$ cat src/rtl/i2s_tx_serializer.sv
// i2s_tx_serializer
//
// Serializes stereo PCM sample pairs onto a Philips I2S data line. Bit timing
// is decoded entirely from the codec clock generator's free-running sequence
// count, so sdata stays edge-aligned with the generator's sclk/lrck and the
// block re-aligns immediately on any jump in seq.
//
// Frame layout (512 clocks, 64 slots of 8 clocks each):
//   seq[8]   : channel, 0 = left (lrck low), 1 = right
//   seq[7:3] : sub-slot s within the channel half
//   s == 0            -> 0 (I2S one-bit delay)
//   1 <= s <= DATA_W  -> sample bit DATA_W-s (MSB first)
//   s >  DATA_W       -> 0 (padding)
//
// Ports:
//   clock         system clock, shared with the clock generator
//   reset         synchronous, active-high
//   seq           generator sequence count (only seq[8:0] decoded)
//   in_valid      sample pair offered
//   in_ready      one-entry holding buffer is free
//   in_left       left sample, two's complement
//   in_right      right sample, two's complement
//   mute          sampled at frame load; transmits zeros for that frame
//   sdata         serial data to the codec
//   frame_start   one-cycle pulse after each frame load
//   underrun      one-cycle pulse after a frame load with nothing pending
//   underrun_cnt  saturating count of underruns

module i2s_tx_serializer #(
    parameter int DATA_W = 24,
    parameter int SEQ_W  = 11,
    parameter int UCNT_W = 8
) (
    input  logic                     clock,
    input  logic                     reset,
    input  logic [SEQ_W-1:0]         seq,
    input  logic                     in_valid,
    output logic                     in_ready,
    input  logic signed [DATA_W-1:0] in_left,
    input  logic signed [DATA_W-1:0] in_right,
    input  logic                     mute,
    output logic                     sdata,
    output logic                     frame_start,
    output logic                     underrun,
    output logic [UCNT_W-1:0]        underrun_cnt
);

    // Timing decode straight from seq; no timing state is kept here.
    logic [8:0] frame_pos;
    logic       slot_edge;
    logic       frame_load;
    logic       chan_right;
    logic [4:0] sub_slot;

    assign frame_pos  = seq[8:0];
    assign slot_edge  = (frame_pos[2:0] == 3'd0);
    assign frame_load = (frame_pos == 9'd0);
    assign chan_right = frame_pos[8];
    assign sub_slot   = frame_pos[7:3];

    // Upper seq bits belong to the generator and are not needed here.
    logic unused_seq_hi;
    assign unused_seq_hi = ^seq[SEQ_W-1:9];

    logic signed [DATA_W-1:0] hold_left;
    logic signed [DATA_W-1:0] hold_right;
    logic                     hold_full;
    logic signed [DATA_W-1:0] active_left;
    logic signed [DATA_W-1:0] active_right;
    logic                     accept;

    assign in_ready = !hold_full && !reset;
    assign accept   = in_valid && in_ready;

    // Bit transmitted in sub-slot s of one channel half: delay slot, MSB-first
    // data, then zero padding.
    function automatic logic slot_bit(input logic [DATA_W-1:0] word,
                                      input logic [4:0]        s);
        logic [DATA_W-1:0] shifted;
        if (s == 5'd0 || int'(s) > DATA_W) begin
            return 1'b0;
        end
        shifted = word << (s - 5'd1);
        return shifted[DATA_W-1];
    endfunction

    // Holding buffer data: only meaningful while hold_full is set, so it
    // needs no reset.
    always_ff @(posedge clock) begin
        if (accept) begin
            hold_left  <= in_left;
            hold_right <= in_right;
        end
    end

    // Control, active frame and serializer.
    always_ff @(posedge clock) begin
        if (reset) begin
            hold_full    <= 1'b0;
            active_left  <= '0;
            active_right <= '0;
            sdata        <= 1'b0;
            frame_start  <= 1'b0;
            underrun     <= 1'b0;
            underrun_cnt <= '0;
        end else begin
            frame_start <= 1'b0;
            underrun    <= 1'b0;

            if (frame_load) begin
                frame_start <= 1'b1;
                if (hold_full) begin
                    // Mute still consumes the pending pair so the upstream
                    // stream keeps its pace.
                    hold_full    <= 1'b0;
                    active_left  <= mute ? '0 : hold_left;
                    active_right <= mute ? '0 : hold_right;
                end else begin
                    active_left  <= '0;
                    active_right <= '0;
                    underrun     <= 1'b1;
                    if (underrun_cnt != '1) begin
                        underrun_cnt <= underrun_cnt + UCNT_W'(1);
                    end
                end
            end

            // Only possible when the buffer was empty, so it never collides
            // with the consume above; a load-cycle accept waits a frame.
            if (accept) begin
                hold_full <= 1'b1;
            end

            // At the load edge s == 0, so the stale active value is never
            // emitted.
            if (slot_edge) begin
                sdata <= slot_bit(chan_right ? active_right : active_left, sub_slot);
            end
        end
    end

endmodule

$ cat config.mk
export PLATFORM = sky130hd
export DESIGN_NAME = i2s_tx_serializer
export DESIGN_NICKNAME = d
export VERILOG_FILES = /design/src/rtl/i2s_tx_serializer.sv
export SDC_FILE = /design/constraint.sdc
export NUM_CORES = 1
export LEC_CHECK = 0
export ABC_AREA = 1
export BUFFER_PORTS_ARGS = -buffer_cell sky130_fd_sc_hd__buf_2
export CORE_UTILIZATION = 45
export CTS_BUF_LIST = sky130_fd_sc_hd__clkbuf_8
export DETAILED_ROUTE_END_ITERATION = 8
export GPL_TIMING_DRIVEN = 0
export PLACE_DENSITY_LB_ADDON = 0.08
export SLEW_MARGIN = 10
export SYNTH_ARGS = -nofsm -noshare
export SYNTH_HDL_FRONTEND = slang
export SYNTH_SLANG_ARGS = --single-unit
$ cat constraint.sdc
create_clock -name clock -period 3.9 [get_ports clock]
set_input_delay 0.78 -clock clock [delete_from_list [all_inputs] [get_ports clock]]
set_output_delay 0.78 -clock clock [all_outputs]
set_load 0.02 [all_outputs]
## Yosys cells after proc, flatten, opt, wreduce, memory -nomap -nowiden

Index checks and enable logic that the tools add are counted.

- ROM bits: 0
- Output and inout bits: 12
- Logic and storage cells: 41
- Memories kept: 0
- Register bits: 108
- Latch bits: 0
- Input bits: 63
- RAM bits: 0

- Shift-type cells: 1
- Multipliers: 0
- Muxes and demuxes: 14
- Add/subtract/negate cells: 2
- Eq/ne operators: 1
- Reduce and logical (&&, ||, !) cells: 11
- Bitwise logic cells: 2
- Div/mod/pow operators: 0
- Order comparisons: 1

Operators with widths:

| operator | count |
|---|---|
| 24-bit two-way mux | 5 |
| 24-bit by 5-bit left shift with 24-bit output | 1 |
| 9-bit logical NOT | 1 |
| 1-bit two-way mux | 9 |
| 8-bit by 1-bit adder with 8-bit output (second input constant) | 1 |
| 8-bit inequality test (second input constant) | 1 |
| 5-bit greater-than comparator (second input constant) | 1 |
| 5-bit logical NOT | 1 |
| 5-bit by 1-bit subtractor with 5-bit output (second input constant) | 1 |
| 3-bit logical NOT | 1 |
| 3-bit AND reduction | 1 |
| 1-bit logical AND | 2 |
| 1-bit logical NOT | 2 |
| 1-bit inverter | 2 |
| 2-bit nonzero test | 1 |
| 2-bit OR reduction | 1 |
| 1-bit logical OR | 1 |

## Depth between registers and ports, before layout

Gate-level depths: netlist of run 1.

- Depth after elaboration: 6
- Gate-level depth with buffers: 13
- Gate-level depth less buffers: 12

## Least setup slack after synthesis of run 1

Ideal clock, no wire load.

- Path type: input-to-reg
- Start: input reset
- End: register hold_left[0], enable pin
- Arrival: 2.380 ns
- Setup slack: 1.117 ns
- Required time: 3.498 ns
- Stages on the path: 4
- Buffers on the path: 1
- Setup time: 0.402 ns
- Cell sequence: clkbuf_1 > nor2_1 > nand2_1 > inv_1

- Word-level cells in the longest chain between the ends: 3

Ends and longest elaborated chain:

| what | line | text |
|---|---|---|
| start: declaration | 35 | `input logic reset,` |
| 1-bit logical NOT | 72 | `assign in_ready = !hold_full && !reset;` |
| 1-bit logical AND | 72 |  |
| net in_ready | 38 | `output logic in_ready,` |
| 1-bit logical AND | 73 | `assign accept = in_valid && in_ready;` |
| net accept | 70 | `logic accept;` |
| end signal: assignment | 91 | `hold_left <= in_left;` |
| end: declaration | 65 | `logic signed [DATA_W-1:0] hold_left;` |

The timed path passes the listed nets, and every way through them passes these cells.
A chain may end at the register's enable or synchronous reset.

## Worst setup path after layout of run 1

- Start: input reset
- End: output in_ready

- Word-level cells in the longest chain between the ends: 2

Ends and longest elaborated chain:

| what | line |
|---|---|
| 1-bit logical NOT | 72 |
| 1-bit logical AND | 72 |
| end: declaration | 38 |

Every way passes these cells.

==> reports/summary.txt, run 1 <==
================================================================================
Run status                                                          finished clean
Cell area after placement                                               4949 um2
Clock net sink count                                                         108
Final critical-path share of the clock period                             0.6370
Routed Antenna Nets                                                            0
Buffers on Ports                                                              71
Number of hold violations in the final report                                  0
Cell seen most often among critical-path stages                     sky130_fd_sc_hd__buf_2
Total clock buffers created by CTS                                             9
Post-synthesis instance area                                            4412 um2
Leakage power total                                                  0.002106 uW
Clock Path Buffers                                                             2
Commonest non-fill, non-tap cell in the layout                      sky130_fd_sc_hd__nand3_1
Root buffer cell                                                    sky130_fd_sc_hd__clkbuf_8
Clk slew on worst S/H paths                                              0.12 ns
Power per Cell Area                                                 402.8 nW/um2
Layout fillers                                                               895
Area of the die                                                       10,200 um2
Final-layout setup total negative slack                                     0 ns
Total length of routed met2 wires                                        4697 um
Peak per-stage delay on the critical path                                0.46 ns
Largest voltage drop on the vdd net                                    0.2046 mV
Maximum clock skew at final layout                                    0.01707 ns
Unrepaired setup endpoints after global routing                            false
Number of pins exceeding their max-slew limit in the final report              0
GRT Overall Usage                                                         0.2123
Post-detailed-placement half-perimeter wirelength                        7393 um
Total number of H-tree levels                                                  3
Vias post-DR                                                               3,398
Routed metal-1 wire length                                               4657 um
Share of cells above drive strength 1                                     0.2155
Vias in the first global route                                             3,298
Number of cells produced by synthesis                                        455
Number of distinct library cells after synthesis                              31
Die width                                                               101.0 um
Layout area overhead                                                      16.82%
Top-level I/O count                                                           75
TritonCTS clock tree                                                       built
Slowest cell on the critical path                                   sky130_fd_sc_hd__clkbuf_1
Initial standard-cell utilization of the core                             0.4708
Hold-fix buffers at CTS                                                        0
Number of nets in the final layout                                           603
Global placement routability congestion                                   0.8679
Drt first pass iters                                                           4
Final wirelength                                                         9914 um
Vertical extent of the die                                              101.0 um
Congestion Overflow GR                                                         0
Critical Path Source Type                                           primary input
Global-route wire length before repair                                 16,260 um
Number of antenna violations at the first check in global routing              0
CP Capture Type                                                      output port
Maximum fanout along the worst path                                           10
Warnings from Yosys                                                            0
Count of unresolved DRC violations after routing                               0
Final setup violation count                                                    0
Slew margin rel.                                                          0.6222
Quantity of gates resized following cts                                        0
Worst Path Arrival                                                       1.70 ns
Largest net degree at the start of global routing                             33
Wirelength per Cell                                                     14.75 um
Post-CTS setup-driven buffer insertion count                                   0
Cells traversed along the worst timing path                         buf_2 > clkbuf_1 > nor2_1 > buf_2
Number of synthesized register bits                                          108
Drt initial violations                                                       132
Area of the core                                                        9371 um2
Worst Path Class, Setup                                                in -> out
Part of the Yosys area used for sequential elements                       0.5990
Via-to-Cell Ratio                                                          5.057
Highest-count cells in the layout ignoring fill and taps            sky130_fd_sc_hd__nand3_1, sky130_fd_sc_hd__buf_2, sky130_fd_sc_hd__nand2_1
Number of core rows                                                           35
Worst Tran Pin Value                                                   0.5667 ns
Wire length on met3                                                       335 um
Highest Signal Layer                                                        met4
Final min period                                                        2.484 ns
Clock latency on the worst-skew pair                                     0.38 ns
Max-cap violation count                                                        0
Average size of a mapped cell                                          9.696 um2
Post-route cell area                                                    5154 um2
Required arrival time at the worst endpoint                              3.12 ns
Worst hold path class                                                 reg -> reg
Mapped Nets                                                                  520
Number of antenna repair diodes                                                0
Achievable clock frequency                                             402.5 MHz
================================================================================
layer usage:
| metal | up-vias | track usage |
|---|---|---|
| li1 | 1725 | - |
| met1 | 1582 | 0.2677 |
| met2 | 72 | 0.3641 |
| met3 | 19 | 0.03467 |
| met4 | 0 | 0.08361 |
| met5 | - | 0 |
through the flow:
stage / worst slack, ns / cells / utilization / hold slack [ns] / power, uW
finish: 1.416 / 672 / 0.5499 / 0.4604 / 2076
global route: 1.350 / 672 / 0.5499 / 0.4957 / 2153
CTS: 1.408 / 672 / 0.5499 / 0.4654 / 2090
detailed placement: 1.332 / 656 / 0.5280 / 0.4493 / 1395
global placement: 0.6717 / 655 / 0.5259 / 0.4373 / 1389
floorplan: 1.117 / 455 / - / 0.4260 / 1327
layout make-up:
cell class                      count  area (um2)  share of cell area
Buffer                             29       160.2             0.03108
Clock buffer                        9       123.9             0.02404
Clock inverter                      7       81.33             0.01578
Inverter                           59       221.5             0.04297
Multi-Input combinational cell    259        1388              0.2692
Sequential cell                   108        2643              0.5127
Tap cell                          129       161.4             0.03132
Timing Repair Buffer               72       375.4             0.07283
path summary, 6_finish.rpt:
path / cells past startpoint / endpoint / from / slack, ns
hold / removal: 1 / underrun$_SDFF_PP0_ / hold_full$_SDFFE_PP0P_ / 0.46
setup / recovery: 4 / in_ready / reset / 1.42
hold reg to reg: 1 / underrun$_SDFF_PP0_ / hold_full$_SDFFE_PP0P_ / 0.46
setup reg to reg: 6 / active_left[22]$_SDFFE_PP0N_ / hold_full$_SDFFE_PP0P_ / 2.15
flip-flops by register name, summed over array words and instances (netlist names):
signal	cells
hold_full	1
frame_start	1
hold_left	24
active_right	24
sdata	1
hold_right	24
underrun	1
underrun_cnt	8
active_left	24
synthesized netlist by cell type (all sizes together):
library cell	n	area (um2)
nand2	73	276.5
ha	2	25.02
xor2	2	17.52
a31oi	1	6.260
buf	21	130.1
clkbuf	8	30.03
xnor2	2	17.52
a21oi	8	43.79
inv	59	221.5
nand3	96	480.5
nor3	3	20.02
edfxtp	48	1441
nand4	3	18.77
o31ai	41	312.8
o211ai	7	52.55
nor4	1	21.27
or2	2	12.51
dfxtp	60	1201
nor2	14	62.56
o21ai	4	20.01
report_power, final:
group          leakage [uW]  internal (uW)  total, uW  switching [uW]
Sequential         0.000928           1210       1220            7.50
Combinational       0.00108           54.7        151            96.2
Clock              0.000102            308        708             400
Total               0.00211           1570       2080             503
critical path, delay by kind of cell:
kind	cells	cell delay (ns)
buffers and inverters	3	0.78
AND/OR/NAND/NOR	1	0.14
logic make-up (layout without fill, tap and decap cells):
logic type,after synthesis,after routing,share of synthesized area
flops,108,108,0.5990
compound gates,61,61,0.09869
xor+xnor,4,4,0.007942
simple gates,192,192,0.2022
fa+ha+maj,2,2,0.005671
buf+inv,88,176,0.08650
(Power assumes the default switching activity.)
==> run 2, diff against run 1 <==
clock period = 2.25 ns   (was 3.9 ns; I/O delays follow)
==> run 2 against run 1 <==
  * Global-route usage decreased by 0.63 points
  * Register-to-register slack got worse by 1.7 ns
  * Design area about the same
  * Sequential share of layout area about the same
  * Critical path depth increased by 1
  * Worst hold slack got worse by 0.22 ns
  * Clock power increased by 75%
  * Clock skew about the same
  * Routed wire length decreased by 0.41%
  * Total power increased by 74%
  * Flip-flop and latch count unchanged
  * Worst setup slack got worse by 1.2 ns
==> reports/summary.txt, run 2 (same netlist as run 1, synthesis figures left out) <==
================================================================================
Source of the worst hold timing path                                in_right[23]
Max-cap violation count                                                        0   unchanged
Clk slew on worst S/H paths                                              0.12 ns   about the same
Hold Slack                                                             0.2428 ns   -0.2176 ns
Share of cells above drive strength 1                                     0.2173   +0.001842
Routed Antenna Nets                                                            0   unchanged
Number of antenna violations at the first check in global routing              0   unchanged
Final wirelength                                                         9873 um   -0.41%
Worst Path Class, Setup                                                in -> reg
Vias post-DR                                                               3,393   -0.15%
Highest-count cells in the layout ignoring fill and taps            sky130_fd_sc_hd__nand3_1, sky130_fd_sc_hd__buf_2, sky130_fd_sc_hd__nand2_1
Worst Path Arrival                                                       1.98 ns   +0.28 ns
Required arrival time at the worst endpoint                              2.20 ns   -0.92 ns
Post-route cell area                                                    5151 um2   about the same
Endpoint of the worst-slack reg-to-reg timing path                  active_left[22]$_SDFFE_PP0N_
Count of unresolved DRC violations after routing                               0   unchanged
Final setup violation count                                                    0   unchanged
Clock net sink count                                                         108   unchanged
Area of the die                                                       10,200 um2   unchanged
Number of pins exceeding their max-slew limit in the final report              0   unchanged
Number of nets in the final layout                                           603   unchanged
Largest net degree at the start of global routing                             25   -24%
Maximum clock skew at final layout                                    0.01682 ns   -0.0002531 ns
Worst flop-to-flop path startpoint                                  hold_full$_SDFFE_PP0P_
Buffers on Ports                                                              71   unchanged
Clock Path Buffers                                                             2   unchanged
Cell area after placement                                               4932 um2   -0.33%
Drt first pass iters                                                           4   unchanged
Worst hold path class                                                  in -> reg
Worst Tran Pin Value                                                   0.6180 ns   +0.05121 ns
Total number of H-tree levels                                                  3   unchanged
Top-level I/O count                                                           75   unchanged
Slew margin rel.                                                          0.5880   -0.03414
Critical Path Source Type                                           primary input
Via-to-Cell Ratio                                                          5.049   -0.15%
Final min period                                                        2.035 ns
Global placement routability congestion                                   0.8867   +2.2%
Post-detailed-placement half-perimeter wirelength                        7169 um   -3.0%
Achievable clock frequency                                             491.4 MHz
Maximum fanout along the worst path                                           24   +14
Layout area overhead                                                      16.76%   about the same
Overall power after layout                                               3610 uW   +74%
Final critical-path share of the clock period                             0.9045
Number of hold violations in the final report                                  0   unchanged
Global-route wire length before repair                                 16,000 um   -1.6%
Die width                                                               101.0 um   unchanged
Post-layout instance count excluding filler cells                            672   unchanged
Number of antenna repair diodes                                                0   unchanged
Cells on Worst Hold Path                                                       1   unchanged
Vias in the first global route                                             3,275   -0.70%
CP Capture Type                                                        flip-flop
Run status                                                          finished clean
Drt initial violations                                                       199   +51%
Area of the core                                                        9371 um2   unchanged
Layout fillers                                                               887   -0.89%
Initial standard-cell utilization of the core                             0.4708   unchanged
TritonCTS clock tree                                                       built
Clock latency on the worst-skew pair                                     0.37 ns   about the same
Congestion Overflow GR                                                         0   unchanged
Unrepaired setup endpoints after global routing                            false
Core utilization of the finished layout                                   0.5497   about the same
Number of placed instances, taps included                                    655   -0.15%
GRT Overall Usage                                                         0.2060   -0.006333
Wirelength per Cell                                                     14.69 um   -0.41%
Hold-fix buffers at CTS                                                        0   unchanged
Worst Hold End                                                      hold_right[23]$_DFFE_PP_
Vertical extent of the die                                              101.0 um   unchanged
Leakage power total                                                  0.002098 uW   -0.36%
Number of core rows                                                           35   unchanged
Power per Cell Area                                                 700.9 nW/um2   +74%
Commonest non-fill, non-tap cell in the layout                      sky130_fd_sc_hd__nand3_1
Worst R2R Setup Slack                                                    0.50 ns   -1.65 ns
Largest voltage drop on the vdd net                                    0.3960 mV   +94%
Root buffer cell                                                    sky130_fd_sc_hd__clkbuf_8
Total clock buffers created by CTS                                             9   unchanged
Register-to-Register Path Depth                                                6   unchanged
================================================================================
[run 2: worst max-delay path by stage]
stage | startpoint | endpoint | slack, ns | cells after the start
floorplan | reset | hold_left[0]$_DFFE_PP_ | 0.14 | 4
global placement | reset | hold_right[20]$_DFFE_PP_ | -0.41 | 5
detailed placement | reset | hold_left[4]$_DFFE_PP_ | -0.53 | 5
CTS | reset | hold_left[20]$_DFFE_PP_ | 0.22 | 5
global route | reset | hold_left[22]$_DFFE_PP_ | 0.05 | 5
finish | reset | hold_left[20]$_DFFE_PP_ | 0.21 | 5
[run 2: report_power, final]
group          total, uW  switching, uW  internal, uW
registers           2110           13.1          2100
logic                261            169          91.2
clock network       1240            693           547
[run 2: critical path: stages]
cell,delay (ns)
sky130_fd_sc_hd__buf_2,0.12
sky130_fd_sc_hd__clkbuf_1,0.49
sky130_fd_sc_hd__nor2_1,0.13
sky130_fd_sc_hd__nand2_1,0.25
sky130_fd_sc_hd__clkinvlp_4,0.53
[run 2: what timing repair did]
item | CTS | global route
buffers inserted | 0 | 0
setup endpoints to repair | 48 | 0
resized for setup | 1 | 0
[run 2: layout make-up]
class,instances,area [um2],share of cell area
timing repair inverter,1,7.507,0.001457
clock buffer,9,123.9,0.02405
multi-input combinational,259,1388,0.2694
tap,129,161.4,0.03133
timing repair buffer,71,355.3,0.06898
buffer,29,160.2,0.03109
clock inverter,7,87.58,0.01700
inverter,59,225.2,0.04372
sequential,108,2643,0.5130
[run 2: per-stage QoR]
stage          TNS (ns)  setup slack, ns
2_1_floorplan         0           0.1432
4_1_cts               0           0.2152
5_1_grt               0          0.05475
6_report              0           0.2148
3_3_place_gp     -19.55          -0.4110
3_5_place_dp     -25.28          -0.5275
[run 2: per-layer routing]
| metal | vias to the layer above | GRT usage | share of wire |
|---|---|---|---|
| li1 | 1728 | - | - |
| met1 | 1583 | 0.2682 | 0.46 |
| met2 | 73 | 0.3519 | 0.49 |
| met3 | 9 | 0.04161 | 0.041 |
| met4 | 0 | 0.05017 | 0.0096 |
| met5 | - | 0 | 0 |
==> run 3, diff against run 2 <==
PLACE_DENSITY = 0.71   (was unset)
PLACE_DENSITY_LB_ADDON = unset   (was 0.08)
==> run 3 against run 2 <==
  * Non-clock buffer count unchanged
  * Routed wire length decreased by 3.0%
  * Highest routed layer unchanged
  * Total power decreased by 3.1%
  * Register-to-register slack gained 0.11 ns
  * Core utilization shrank 0.21 points
  * Worst setup slack better by 0.012 ns
  * Via count fell by 0.65%
  * First-iteration DRC count fell by 17%
  * Global-route usage grew 0.26 points
  * Worst hold slack worse by 0.00076 ns
  * Largest cell class unchanged
  * Maximum frequency rose by 0.61%
==> reports/summary.txt, run 3 (same netlist as run 1, synthesis figures left out) <==
================================================================================
Run status                                                          finished clean
Number of hold violations in the final report                                  0   unchanged
Total number of H-tree levels                                                  3   unchanged
Combined buffer and inverter count along the critical path                     3   unchanged
Area of the core                                                        9371 um2   unchanged
Cells traversed along the worst timing path                         buf_2 > clkbuf_1 > nor2_1 > nand2_1 > clkinvlp_4
Power per Cell Area                                                 682.0 nW/um2   -2.7%
Worst hold path class                                                  in -> reg
Worst Path Class, Setup                                                in -> reg
Slowest cell on the critical path                                   sky130_fd_sc_hd__clkinvlp_4
Worst Tran Pin Value                                                   0.5734 ns   -0.04453 ns
Wirelength per Cell                                                     14.25 um   -3.0%
Vias in the first global route                                             3,385   +3.4%
Cell family with the largest share of critical-path delay           buffers and inverters
Via-to-Cell Ratio                                                          5.016   -0.65%
Number of antenna repair diodes                                                0   unchanged
Layer with the highest usage after global routing                           met2
Top-level I/O count                                                           75   unchanged
Final critical-path share of the clock period                             0.8990   -0.005520
Number of core rows                                                           35   unchanged
Largest net degree at the start of global routing                             25   unchanged
Commonest non-fill, non-tap cell in the layout                      sky130_fd_sc_hd__nand3_1
Area of the die                                                       10,200 um2   unchanged
Share of cells above drive strength 1                                     0.2173   unchanged
Maximum clock skew at final layout                                    0.01138 ns   -0.005438 ns
Quantity of gates resized following cts                                        1   unchanged
Drt initial violations                                                       166   -17%
Root buffer cell                                                    sky130_fd_sc_hd__clkbuf_8
Peak per-stage delay on the critical path                                0.52 ns   about the same
Slew margin rel.                                                          0.6177   +0.02968
Met2 usage in global routing                                              0.3583   +0.006322
Final min period                                                        2.023 ns   -0.01242 ns
Core utilization of the finished layout                                   0.5475   -0.002136
Required arrival time at the worst endpoint                              2.20 ns   about the same
Initial standard-cell utilization of the core                             0.4708   unchanged
Maximum fanout along the worst path                                           24   unchanged
Highest-count cells in the layout ignoring fill and taps            sky130_fd_sc_hd__nand3_1, sky130_fd_sc_hd__buf_2, sky130_fd_sc_hd__nand2_1
Final wirelength                                                         9573 um   -3.0%
Congestion Overflow GR                                                         0   unchanged
Hold-fix buffers at CTS                                                        0   unchanged
Largest voltage drop on the vdd net                                    0.4747 mV   +20%
Final-layout setup total negative slack                                     0 ns   unchanged
Routed Antenna Nets                                                            0   unchanged
Post-CTS setup-driven buffer insertion count                                   0   unchanged
CP Capture Type                                                        flip-flop
Vertical extent of the die                                              101.0 um   unchanged
Count of unresolved DRC violations after routing                               0   unchanged
Layout area overhead                                                      16.31%
Vias post-DR                                                               3,371   -0.65%
Clock Path Buffers                                                             2   unchanged
Number of antenna violations at the first check in global routing              0   unchanged
Post-detailed-placement half-perimeter wirelength                        6962 um   -2.9%
Total clock buffers created by CTS                                             9   unchanged
Leakage power total                                                  0.002085 uW   -0.63%
Achievable clock frequency                                             494.4 MHz   +0.61%
Critical Path Source Type                                           primary input
Buffers on Ports                                                              71   unchanged
Die width                                                               101.0 um   unchanged
Global-route wire length before repair                                 16,170 um   +1.0%
GRT Overall Usage                                                         0.2086   +0.002583
Clock net sink count                                                         108   unchanged
Number of nets in the final layout                                           603   unchanged
Worst Path Arrival                                                       1.98 ns   about the same
Final setup violation count                                                    0   unchanged
Global placement routability congestion                                   0.8739   -1.4%
TritonCTS clock tree                                                       built
Unrepaired setup endpoints after global routing                            false
Number of pins exceeding their max-slew limit in the final report              0   unchanged
Max-cap violation count                                                        0   unchanged
Drt first pass iters                                                           5   +1
Met3 track utilization from global routing                               0.05270   +0.01110
Clk slew on worst S/H paths                                              0.11 ns   about the same
Clock latency on the worst-skew pair                                     0.37 ns   about the same
Met1 track demand over resource in global routing                         0.2569   -0.01132
================================================================================
run 3: changes by cell type in the layout (fill, tap and decap cells not counted), sizes merged:
cell      delta
clkinv       +1
clkinvlp     +1
inv          -1
bufinv       -1
run 3: where the power goes:
part           switching (uW)  internal, uW  total (uW)
clock                     699           432        1130
sequential               13.3          2100        2110
combinational             167          91.2         258
run 3: worst reg2reg max path, stage by stage (launching register included):
cell                         delay (ns)
sky130_fd_sc_hd__dfxtp_1           0.36
sky130_fd_sc_hd__nor2_1            0.08
sky130_fd_sc_hd__nand2_1           0.25
sky130_fd_sc_hd__clkinvlp_4        0.52
run 3: routing by layer:
metal  part of all wire  up-vias
met1               0.45     1559
met5                  0        -
met4              0.021        0
li1                   -     1722
met2               0.49       76
met3              0.044       14
run 3: path summary, 6_finish.rpt:
check / slack, ns / startpoint / end / cells past startpoint
hold reg to reg: 0.46 / hold_full$_SDFFE_PP0P_ / underrun$_SDFF_PP0_ / 1
hold / removal: 0.24 / in_right[19] / hold_right[19]$_DFFE_PP_ / 1
setup reg to reg: 0.61 / hold_full$_SDFFE_PP0P_ / hold_left[6]$_DFFE_PP_ / 3
setup / recovery: 0.23 / reset / hold_left[6]$_DFFE_PP_ / 5
run 3: layout make-up:
type / instances / area (um2)
plain buffers: 29 / 160.2
clock buffers: 9 / 123.9
clock inverters: 7 / 67.56
fillers: 897 / 4240
inverters: 59 / 225.2
multi-input cells: 259 / 1388
flip-flops and latches: 108 / 2643
well taps: 129 / 161.4
repair buffers: 71 / 355.3
repair inverters: 1 / 7.507
run 3: per-stage QoR:
step,setup slack [ns],instances,cell area (um2),power [uW],hold WS (ns)
final,0.2272,672,5131,3500,0.2421
after global routing,0.1508,672,5131,3652,0.2138
after CTS,0.2313,672,5131,3524,0.2295
after detailed placement,-0.4998,655,4932,2411,0.4455
after global placement,-0.4335,655,4932,2407,0.4426
after floorplan,0.1432,455,4415,2301,0.4260
